### src/rtl/serial_sub.sv
// serial_sub: bit-serial, LSB-first subtractor computing {BOUT, DIFF} = A - B - BIN.
// A single full-subtractor cell walks the operands one bit per clock while a
// registered borrow carries between bit positions.
//
// Ports:
//   CLK    in   rising-edge clock
//   RST    in   asynchronous reset, active-high
//   START  in   request, sampled when the FSM can accept (IDLE, or the FIN exit edge)
//   A      in   minuend, captured on the accepting edge
//   B      in   subtrahend, captured on the accepting edge
//   BIN    in   borrow-in, captured on the accepting edge
//   BUSY   out  high for exactly WIDTH cycles while bits are being processed
//   DONE   out  one-cycle pulse when DIFF/BOUT take a new result
//   DIFF   out  difference, holds until the next completed operation
//   BOUT   out  final borrow-out, holds until the next completed operation
module serial_sub #(
    parameter int WIDTH = 8
) (
    input  logic             CLK,
    input  logic             RST,
    input  logic             START,
    input  logic [WIDTH-1:0] A,
    input  logic [WIDTH-1:0] B,
    input  logic             BIN,
    output logic             BUSY,
    output logic             DONE,
    output logic [WIDTH-1:0] DIFF,
    output logic             BOUT
);

    localparam int CNT_W = (WIDTH > 1) ? $clog2(WIDTH) : 1;
    localparam logic [CNT_W-1:0] CNT_LAST = CNT_W'(WIDTH - 1);

    typedef enum logic [1:0] {
        S_IDLE,
        S_SHIFT,
        S_FIN
    } state_t;

    state_t           state_q;
    logic [WIDTH-1:0] sa_q;
    logic [WIDTH-1:0] sb_q;
    logic [WIDTH-1:0] sr_q;
    logic [WIDTH-1:0] sr_d;
    logic             br_q;
    logic             br_d;
    logic [CNT_W-1:0] cnt_q;
    logic             busy_q;
    logic             done_q;
    logic [WIDTH-1:0] diff_q;
    logic             bout_q;

    logic bit_a;
    logic bit_b;
    logic bit_d;

    // Full-subtractor cell on the current LSBs plus the registered borrow.
    always_comb begin
        bit_a = sa_q[0];
        bit_b = sb_q[0];
        bit_d = bit_a ^ bit_b ^ br_q;
        br_d  = (~bit_a & bit_b) | (~(bit_a ^ bit_b) & br_q);
        // New difference bit enters at the MSB so that after WIDTH shifts
        // bit 0 of the result has reached position 0.
        sr_d  = (sr_q >> 1) | {bit_d, {(WIDTH-1){1'b0}}};
    end

    always_ff @(posedge CLK or posedge RST) begin
        if (RST) begin
            state_q <= S_IDLE;
            sa_q    <= '0;
            sb_q    <= '0;
            sr_q    <= '0;
            br_q    <= 1'b0;
            cnt_q   <= '0;
            busy_q  <= 1'b0;
            done_q  <= 1'b0;
            diff_q  <= '0;
            bout_q  <= 1'b0;
        end else begin
            done_q <= 1'b0;
            case (state_q)
                // The FIN exit edge doubles as an accepting edge, which gives
                // back-to-back operations every WIDTH+1 cycles. START seen
                // earlier in FIN or during SHIFT is never remembered.
                S_IDLE, S_FIN: begin
                    if (START) begin
                        sa_q    <= A;
                        sb_q    <= B;
                        br_q    <= BIN;
                        sr_q    <= '0;
                        cnt_q   <= '0;
                        busy_q  <= 1'b1;
                        state_q <= S_SHIFT;
                    end else begin
                        state_q <= S_IDLE;
                    end
                end
                S_SHIFT: begin
                    sa_q <= sa_q >> 1;
                    sb_q <= sb_q >> 1;
                    sr_q <= sr_d;
                    br_q <= br_d;
                    if (cnt_q == CNT_LAST) begin
                        // Last bit: publish the result straight from the
                        // next-state values so DIFF/BOUT and DONE land together.
                        diff_q  <= sr_d;
                        bout_q  <= br_d;
                        done_q  <= 1'b1;
                        busy_q  <= 1'b0;
                        state_q <= S_FIN;
                    end else begin
                        cnt_q <= cnt_q + CNT_W'(1);
                    end
                end
                default: begin
                    busy_q  <= 1'b0;
                    state_q <= S_IDLE;
                end
            endcase
        end
    end

    assign BUSY = busy_q;
    assign DONE = done_q;
    assign DIFF = diff_q;
    assign BOUT = bout_q;

endmodule

### config.mk
export PLATFORM = sky130hd
export DESIGN_NAME = serial_sub
export DESIGN_NICKNAME = d
export VERILOG_FILES = /design/src/rtl/serial_sub.sv
export SDC_FILE = /design/constraint.sdc
export NUM_CORES = 1
export LEC_CHECK = 0
export ABC_CLOCK_PERIOD_IN_PS = 2200
export BUFFER_PORTS_ARGS = -buffer_cell sky130_fd_sc_hd__buf_2
export CAP_MARGIN = 20
export CORE_MARGIN = 1
export CORE_UTILIZATION = 56
export DETAILED_ROUTE_END_ITERATION = 8
export PLACE_DENSITY = 0.79
export SYNTH_ARGS = -nofsm -noshare
export SYNTH_HDL_FRONTEND = slang
export SYNTH_SLANG_ARGS = --single-unit
### constraint.sdc
create_clock -name CLK -period 2.2 [get_ports CLK]
set_clock_uncertainty 0.2 [all_clocks]
set_input_delay 0.11 -clock CLK [delete_from_list [all_inputs] [get_ports CLK]]
set_output_delay 0.11 -clock CLK [all_outputs]
set_load 0.005 [all_outputs]
==> flow_summary_export.csv <==
group,metric,value,unit
status,result_of_the_run,"complete, no violations",
power_and_ir_drop,peakVddDrop,0.000480,V
final_layout,area.growth.synth_to_final,18.1,%
floorplanning,core.rowCount,21,
synthesis,synth_top_family_by_area,"simple AND/OR/NAND/NOR gates",
timing,timing.setup.tns,0,ns
place,place_hpwl,2310,µm
power_and_ir_drop,power_density,1160,nW/µm²
synthesis,yosys-mux-area-fraction,14.6,%
timing,rsz0062_at_grt,"no",
synthesis,ys.flop_type,"dfrtp_1",
detailed_routing,drtAntennaViolNets,0,
synthesis,syn-instance-count,196,
synthesis,seq_area_frac_synth,49.0,%
clock_tree,cts_resized,0,
synthesis,synth.avg_cell_area,10.4,µm²
synthesis,synth.ff_latch_count,40,
clock_tree,root_buffer,"clkbuf_4",
synthesis,synth_area_leaders,"dfrtp_1 (49%), mux2i_1 (8.3%), nand2_1 (6.2%)",
floorplanning,die_width,62.4,µm
critical_path,worst_setup_path_startpoint,"cnt_q[0]$_DFFE_PP0P_",
floorplanning,initial_core_util,59.8,%
critical_path,cp-start-kind,"register",
timing,report.final.hold_viol_count,0,
place,portBuffers,30,
synthesis,synth-async-reset-ratio,100,%
synthesis,synth_enable_flop_cells,0,
final_layout,antenna-diode-count,0,
timing,setup_viol_count_final,0,
timing,worst_slew_pin_slew,0.493,ns
place,dp.cells,264,
synthesis,post-synth-top-count-cell,"dfrtp_1",
synthesis,yosys_warning_total,0,
critical_path,reg_to_reg_critical_path_endpoint,"DIFF[4]$_DFFE_PP0P_",
timing,final.hold.worst_slack,0.155,ns
timing,max_freq,547,MHz
timing,slew_headroom,67.1,%
critical_path,worstReg2RegStart,"cnt_q[0]$_DFFE_PP0P_",
synthesis,synthDominantAreaCellType,"dfrtp_1",
detailed_routing,post_route_drc,0,
critical_path,timing.critical_path.to_type,"register",
detailed_routing,detail_route.iter0.violations,75,
clock_tree,cts.sinks,40,
power_and_ir_drop,power_leakage,0.00113,µW
synthesis,post_synthesis_share_of_cell_area_spent_on_xor_and_xnor_gates,0,%
clock_tree,postCtsSetupRepairBufs,0,
synthesis,post_synth_instance_area,2040,µm²
timing,final.period_utilization,83.1,%
detailed_routing,routed_via_density,5.35,
synthesis,fraction_of_the_mapped_netlist_area_in_simple_logic_gates,15.0,%
worst_hold_path,hold_path_class,"in -> reg",
clock_tree,cts_inserted_buffers,5,
critical_path,rr_worst_depth,6,
timing,period_minus_ws_final,1.83,ns
critical_path,cp_data_arrival_time,1.87,ns
synthesis,synth_fa_ha_area_share,2.20,%
floorplanning,floorplan.core_area,3420,µm²
final_layout,final_net_count,266,
grt,grt_overflow_total,0,
grt,via_count_of_the_first_global_routing_pass,1536,
grt,grt_pass1_wl,6890,µm
clock_tree,cts_max_path_buffers,2,
synthesis,synth_top_area_share,49.0,%
critical_path,worstPathRequired,2.24,ns
grt,antenna_found_initial,0,
final_layout,layout-drive-gt1-share,22.6,%
floorplanning,top_level_ports,31,
clock_tree,clk_pin_slew_worst_paths,0.11,ns
floorplanning,die-height,62.4,µm
job,cap_viol_max_count,0,
detailed_routing,avgRoutedWirePerCell,13.2,µm
final_layout,stdcell_count,289,
clock_tree,tritoncts_clock_tree,"yes",
synthesis,synth_compound_area_share,12.7,%
timing,finalMaxSlewViolations,0,
grt,grt_util_overall,22.7,%
clock_tree,cts-htree-levels,2,
critical_path,rrSetupSlack,0.37,ns
detailed_routing,route.vias.total,1546,
synthesis,synth.top_cells.by_count,"dfrtp_1 (40), nand2_1 (34), mux2i_1 (17), a211oi_1 (15), nor2b_1 (15)",
final_layout,utilization,70.6,%
final_layout,n_fill_cell,274,
detailed_routing,number_of_iterations_in_the_first_detailed_routing_pass,4,
critical_path,category_of_the_most_critical_setup_path,"reg -> reg",
place,finalWeightedCongestion,0.743,
grt,grt_max_degree,49,
synthesis,postSynthNetCount,219,
floorplanning,die_area,3890,µm²
critical_path,critical_path.max_fanout,12,
synthesis,synth_cell_types,26,
critical_path,endpoint,"DIFF[4]$_DFFE_PP0P_",
clock_tree,clock_insertion_delay_worst_skew,0.34,ns
detailed_routing,postRouteWirelength,3800,µm
==> stage by stage <==
stage	setup slack (ns)	area [µm²]	power (µW)
final	0.373	2410	2800
after global routing	0.272	2410	3060
after CTS	0.352	2410	2820
after global placement	0.435	2190	2390
after floorplan	0.512	2040	2200
after detailed placement	0.369	2190	2460
==> area by class of cell <==
class,count,area (µm²),area share [%]
clock buffer,6,41.3,1.71
clock inverter,1,5.00,0.207
inverter,6,22.5,0.934
multi-input combinational,136,910,37.7
sequential,40,1000,41.5
tap,46,57.6,2.39
timing repair buffer,54,375,15.6
==> layer usage <==
metal / share of wire [%] / track usage [%]
met5: 0 / 0
met1: 44 / 28.0
met4: 2.7 / 9.88
met3: 3.7 / 5.47
met2: 50 / 37.9
==> worst max-delay path: stages (launching register included) <==
cell and delay [ns]:
dfrtp_1 0.41, ha_1 0.21, ha_1 0.22, nand3b_1 0.38
inv_2 0.15, nand2_1 0.11, nand2_1 0.05
==> power by group <==
part           leakage (µW)  total [µW]  switching (µW)  internal, µW
sequential         0.000498        1300             244          1050
combinational      0.000608        1160             533           623
clock             0.0000281         345             227           118
total               0.00113        2800            1000          1800
==> state kept, by name, indices dropped and copies added, names as in the netlist, 2 cells and up <==
signal   flops
DIFF         8
sa_q         8
sb_q         8
sr_q         7
cnt_q        3
state_q      2
==> cells in the final DEF (no fill, tap or decap) <==
cell and instances:
nand3_1 3, a21oi_1 14, mux2_4 4, clkbuf_4 5, dlygate4sd3_1 18, mux2i_1 17
clkinv_2 1, nor2_4 1, a22o_1 1, nand2b_1 7, nand2_1 34, buf_2 30
fa_1 1, a21oi_2 1, nand3b_1 1, dfrtp_1 40, mux2_2 6, ha_1 2
clkbuf_1 1, a211oi_1 15, nor2_1 2, inv_2 1, nor2b_1 15, buf_4 6
o21ai_1 10, o21ai_0 2, inv_1 5
==> worst min path at each step <==
stage	start	to	depth (start not counted)
after CTS	START	br_q$_DFFE_PP0P_	4
after detailed placement	RST	BOUT$_DFFE_PP0P_	3
after global routing	START	sa_q[0]$_DFFE_PP0P_	3
after floorplan	A[2]	sa_q[2]$_DFFE_PP0P_	2
after global placement	RST	DIFF[7]$_DFFE_PP0P_	3
final	START	br_q$_DFFE_PP0P_	4
==> logic make-up (layout without fill, tap and decap cells) <==
kind of cell               after synthesis  in the layout
muxes                                   27             27
and+or+nand+nor                         63             63
DFF                                     40             40
buffers and inverters                   20             67
AOI/OAI and AO/OA                       43             43
adders and majority gates                3              3
==> what timing repair did <==
action | 4_1_cts | 5_1_grt
hold buffers | 18 | 0
endpoints found under the setup margin | 0 | 0
endpoints found under the hold margin | 57 | 0
(Power assumes the default switching activity.)
